File: config.mk
export PLATFORM = sky130hd
export DESIGN_NAME = pwm_gen
export DESIGN_NICKNAME = d
export VERILOG_FILES = /design/src/rtl/pwm_gen.sv
export SDC_FILE = /design/constraint.sdc
export NUM_CORES = 1
export LEC_CHECK = 0
export CAP_MARGIN = 20
export CORE_MARGIN = 8
export CORE_UTILIZATION = 48
export DETAILED_ROUTE_END_ITERATION = 8
export HOLD_SLACK_MARGIN = 0.05
export PLACE_DENSITY = 0.84
export SYNTH_ARGS = -nofsm -noshare
export SYNTH_HDL_FRONTEND = slang
export SYNTH_SLANG_ARGS = --single-unit
File: constraint.sdc
create_clock -name clk -period 5.1 [get_ports clk]
set_input_delay 1.53 -clock clk [delete_from_list [all_inputs] [get_ports clk]]
set_output_delay 1.53 -clock clk [all_outputs]
set_load 0.02 [all_outputs]
File: src/rtl/pwm_gen.sv
// pwm_gen: PWM output stage of the timer peripheral.
// Compares the live 8-bit counter value against double-buffered compare
// registers and drives one registered PWM output in left-aligned,
// right-aligned or range mode. Compare/mode settings are shadowed and only
// change at a counter period boundary or on the enable rising edge, so a
// software write never produces a glitched or truncated pulse.
//
// Output semantics: there is no handshake on this block. pwm_out is a level
// valid every cycle, and cycle_done is a one-cycle strobe (no ready/back-
// pressure) that marks the cycle after a period boundary was seen while the
// block was already enabled. Both outputs lag their inputs by exactly one clk.
module pwm_gen (
  input  logic       clk,
  input  logic       rst,
  input  logic       pwm_en,
  input  logic [1:0] functions,
  input  logic [7:0] compare1,
  input  logic [7:0] compare2,
  input  logic [7:0] period,
  input  logic       upnotdown,
  input  logic [7:0] count_val,
  output logic       pwm_out,
  output logic       cycle_done
);

  typedef enum logic [1:0] {
    MODE_LEFT  = 2'b00,
    MODE_RIGHT = 2'b01,
    MODE_RANGE = 2'b10,
    MODE_RSVD  = 2'b11
  } mode_e;

  logic [7:0] cmp1_sh;
  logic [7:0] cmp2_sh;
  mode_e      func_sh;
  logic [7:0] cnt_prev;
  logic       en_d;

  logic       wrap_evt;
  logic       en_rise;
  logic       load_evt;
  logic [7:0] eff_cmp1;
  logic [7:0] eff_cmp2;
  mode_e      eff_func;
  logic       pwm_next;

  // Boundary/load detection and selection of the settings in force this cycle.
  always_comb begin
    wrap_evt = 1'b0;
    en_rise  = 1'b0;
    load_evt = 1'b0;
    eff_cmp1 = cmp1_sh;
    eff_cmp2 = cmp2_sh;
    eff_func = func_sh;

    // Change detection keeps a prescaler-held boundary count from firing
    // repeatedly; the boundary value depends on counting direction.
    if (count_val != cnt_prev) begin
      if (upnotdown) begin
        wrap_evt = (count_val == 8'd0);
      end else begin
        wrap_evt = (count_val == period);
      end
    end

    en_rise  = pwm_en & ~en_d;
    // A disabled block never reloads its shadows.
    load_evt = pwm_en & (wrap_evt | en_rise);

    // New settings apply from the boundary count itself, not one count later.
    if (load_evt) begin
      eff_cmp1 = compare1;
      eff_cmp2 = compare2;
      eff_func = mode_e'(functions);
    end
  end

  // Compare the live count against the effective thresholds for the mode.
  always_comb begin
    pwm_next = 1'b0;
    case (eff_func)
      MODE_LEFT:  pwm_next = (count_val < eff_cmp1);
      MODE_RIGHT: pwm_next = (count_val >= eff_cmp1);
      MODE_RANGE: pwm_next = (count_val >= eff_cmp1) && (count_val < eff_cmp2);
      MODE_RSVD:  pwm_next = 1'b0;
      default:    pwm_next = 1'b0;
    endcase
  end

  // Register shadows, history and outputs; reset overrides everything.
  always_ff @(posedge clk) begin
    if (rst) begin
      cmp1_sh    <= 8'd0;
      cmp2_sh    <= 8'd0;
      func_sh    <= MODE_LEFT;
      cnt_prev   <= 8'd0;
      en_d       <= 1'b0;
      pwm_out    <= 1'b0;
      cycle_done <= 1'b0;
    end else begin
      // Tracked even while disabled so re-enabling cannot see a stale count.
      cnt_prev <= count_val;
      en_d     <= pwm_en;
      if (load_evt) begin
        cmp1_sh <= compare1;
        cmp2_sh <= compare2;
        func_sh <= mode_e'(functions);
      end
      pwm_out    <= pwm_en & pwm_next;
      // The enable-edge load is not a period boundary, so it does not pulse.
      cycle_done <= wrap_evt & pwm_en & en_d;
    end
  end

endmodule

==> impl_metrics.json <==
{
  "status": "finished clean",
  "seqCellArea_sq_um": 581,
  "netlist_instances": 153,
  "rsz0062_at_grt": "false",
  "std_cell_rows": 20,
  "synth_area_leaders": "dfxtp_1 37%, ha_1 12%, mux2i_1 10%",
  "antenna_cells": 0,
  "start_util_pct": 50.6,
  "p_seq_share_pct": 48.2,
  "setup_violations": 0,
  "drt-pass1-iter-count": 4,
  "drcViolationCount": 0,
  "hold_buffers": 0,
  "crit_required_ps": 5350,
  "cts_root_buffer": "clkbuf_4",
  "hold_viol": 0,
  "vias_per_cell": 5.20,
  "drv_slew": 0,
  "relSlewSlack_pct": 36.2,
  "vias": 1253,
  "finalCriticalPeriod_ps": 4580,
  "pwr-share-comb_pct": 25.9,
  "synth_edf_count": 0,
  "peakVddDrop_uv": 166,
  "gp_congestion": 0.839,
  "fillers": 267,
  "power_frac_clock_pct": 25.9,
  "synth_flop_cell": "dfxtp_1",
  "ys_async_sr_fraction_pct": 0,
  "worst_clock_skew_ps": 12.3,
  "p_int_mw": 0.362,
  "grt_antenna_before_repair": 0,
  "syn_area_per_cell_sq_um": 10.2,
  "grt_pass1_vias": 1368,
  "port_buffers": 39,
  "drt_iter0_drc": 29,
  "num_io_pins": 40,
  "grt_max_degree": 28,
  "worst_pin_slew_ps": 954,
  "overflow": 0,
  "dp_cells": 233,
  "switchingPower_mw": 0.145,
  "sw_frac_of_total_pct": 28.6,
  "fp.dieW_um": 72.9,
  "syn_nets": 206,
  "end_kind": "flip-flop",
  "core_sq_um": 3080,
  "cts_tree": "done",
  "yosys_warnings": 0,
  "dieArea_sq_um": 5320,
  "avgRoutedWirePerCell_um": 14.6,
  "maxCapViolCount": 0,
  "drive_above_1_share_pct": 10.2,
  "path_class": "primary input to flip-flop",
  "routed_wl_um": 3510,
  "power.density_nw_per_um2": 247,
  "yosysTopAreaCell": "dfxtp_1",
  "cts_setup_buffers": 0,
  "die_y_um": 72.9,
  "power_mw": 0.507,
  "cp.arrival_ps": 4830,
  "postRouteAntennaNets": 0,
  "final.period_utilization_pct": 89.8,
  "clockBufferDepth": 2,
  "grt_pass1_wl_um": 6160,
  "clock_latency_ps": 330,
  "tns_ps": 0,
  "synth_seq_cells": 29,
  "hold_path_class": "flip-flop to flip-flop",
  "htree_levels": 2,
  "netlist_area_sq_um": 1560,
  "fmaxAchievable_mhz": 218,
  "multi_input_area_sq_um": 935,
  "hold_slack_ps": 491,
  "place_ws_ps": 201,
  "cp_max_fo": 20,
  "track_usage_pct": 14.8,
  "final_nets": 249,
  "stdcell_count": 241,
  "cts_resized": 0,
  "power.leakage_nw": 0.887,
  "synth_top_area_share_pct": 37.3,
  "cts_buffers": 5,
  "cts_sinks": 29,
  "ys_types": 32,
  "clkTransAtPathRegs_ps": 80,
  "dpl.hpwl_um": 2820,
  "yosysSeqAreaShare_pct": 37.3,
  "fin_ws_ps": 519,
  "cp-start-kind": "primary input",
  "syn_to_final_growth_pct": 31.8
}
==> logic make-up after synthesis <==
logic type	after synthesis	share of synthesized area [%]
simple gates	47	15.8
fa+ha+maj	15	12.1
buf+inv	8	2.65
mux	20	13.9
compound gates	18	9.32
xor+xnor	16	9.00
flops	29	37.3
==> worst max-delay path: stages <==
cell	delay, ps
clkdlybuf4s50_1	540
xor2_1	230
nor4_2	320
a21oi_1	130
a221oi_2	240
o21ai_2	110
buf_12	180
mux2i_1	210
ha_1	280
a21o_1	160
a21o_1	180
a211oi_1	220
mux2_2	190
o221ai_2	90
a211oi_2	210
==> cell usage after synthesis, types with 2 or more instances <==
| cell type | number |
|---|---|
| clkbuf_1 | 2 |
| nand2_1 | 3 |
| a21o_1 | 2 |
| nor4_2 | 2 |
| mux2i_1 | 16 |
| ha_1 | 15 |
| nor4_1 | 5 |
| nand2b_1 | 2 |
| o21ai_0 | 4 |
| xor2_1 | 16 |
| mux2_2 | 3 |
| nor2_1 | 20 |
| a211oi_1 | 2 |
| nor2b_1 | 10 |
| nand3_1 | 2 |
| dfxtp_1 | 29 |
| inv_1 | 3 |
| a21oi_1 | 3 |
==> final cells by class <==
type / instances / area share (%)
timing repair buffer: 41 / 20.4
clock inverter: 2 / 0.488
inverter: 3 / 0.549
tap: 44 / 2.68
clock buffer: 6 / 2.01
sequential: 29 / 28.3
multi-input combinational: 116 / 45.6
==> path summary, 6_finish.rpt <==
kind	start	endpoint	slack [ps]	depth (start not counted)
worst max-delay path	count_val[2]	pwm_out	520	15
worst max register to register	cnt_prev[1]	pwm_out	2030	13
worst min register to register	en_d	cycle_done	490	1
worst min-delay path	en_d	cycle_done	490	1
==> metal layers <==
layer	track usage [%]	wire, um	part of all wire (%)	vias to the layer above
li1	-	-	-	630
met1	15.7	1470	42	590
met2	25.7	1790	51	25
met3	6.04	201	5.7	8
met4	5.33	59	1.7	0
met5	0	0	0	-
==> power by group through the flow <==
stage	Sequential [mW]	Combinational (mW)	Clock [mW]
finish	0.244	0.131	0.131
global route	0.246	0.146	0.148
CTS	0.244	0.132	0.135
detailed placement	0.250	0.131	0
global placement	0.249	0.126	0
floorplan	0.249	0.0757	0
==> cell usage in the layout (no fill, tap or decap), types with 4 or more instances in the layout <==
| cell | synthesis | routed |
|---|---|---|
| mux2i_1 | 16 | 16 |
| clkbuf_4 | 0 | 5 |
| nor4_1 | 5 | 5 |
| ha_1 | 15 | 15 |
| o21ai_0 | 4 | 4 |
| nor2b_1 | 10 | 10 |
| clkdlybuf4s50_1 | 0 | 39 |
| nor2_1 | 20 | 20 |
| xor2_1 | 16 | 16 |
| dfxtp_1 | 29 | 29 |
==> per-stage QoR <==
| stage | cell area [sq um] | util, % |
|---|---|---|
| 2_1_floorplan | 1560 | - |
| 3_3_place_gp | 2000 | 65.0 |
| 3_5_place_dp | 2000 | 65.0 |
| 4_1_cts | 2050 | 66.6 |
| 5_1_grt | 2050 | 66.6 |
| 6_report | 2050 | 66.6 |
==> state kept, by name (all words and copies together) (netlist names) <==
signal / cells
cmp1_sh: 8
cmp2_sh: 8
cnt_prev: 8
cycle_done: 1
en_d: 1
func_sh: 2
pwm_out: 1
Note: power is estimated with default switching activity, not from simulation.
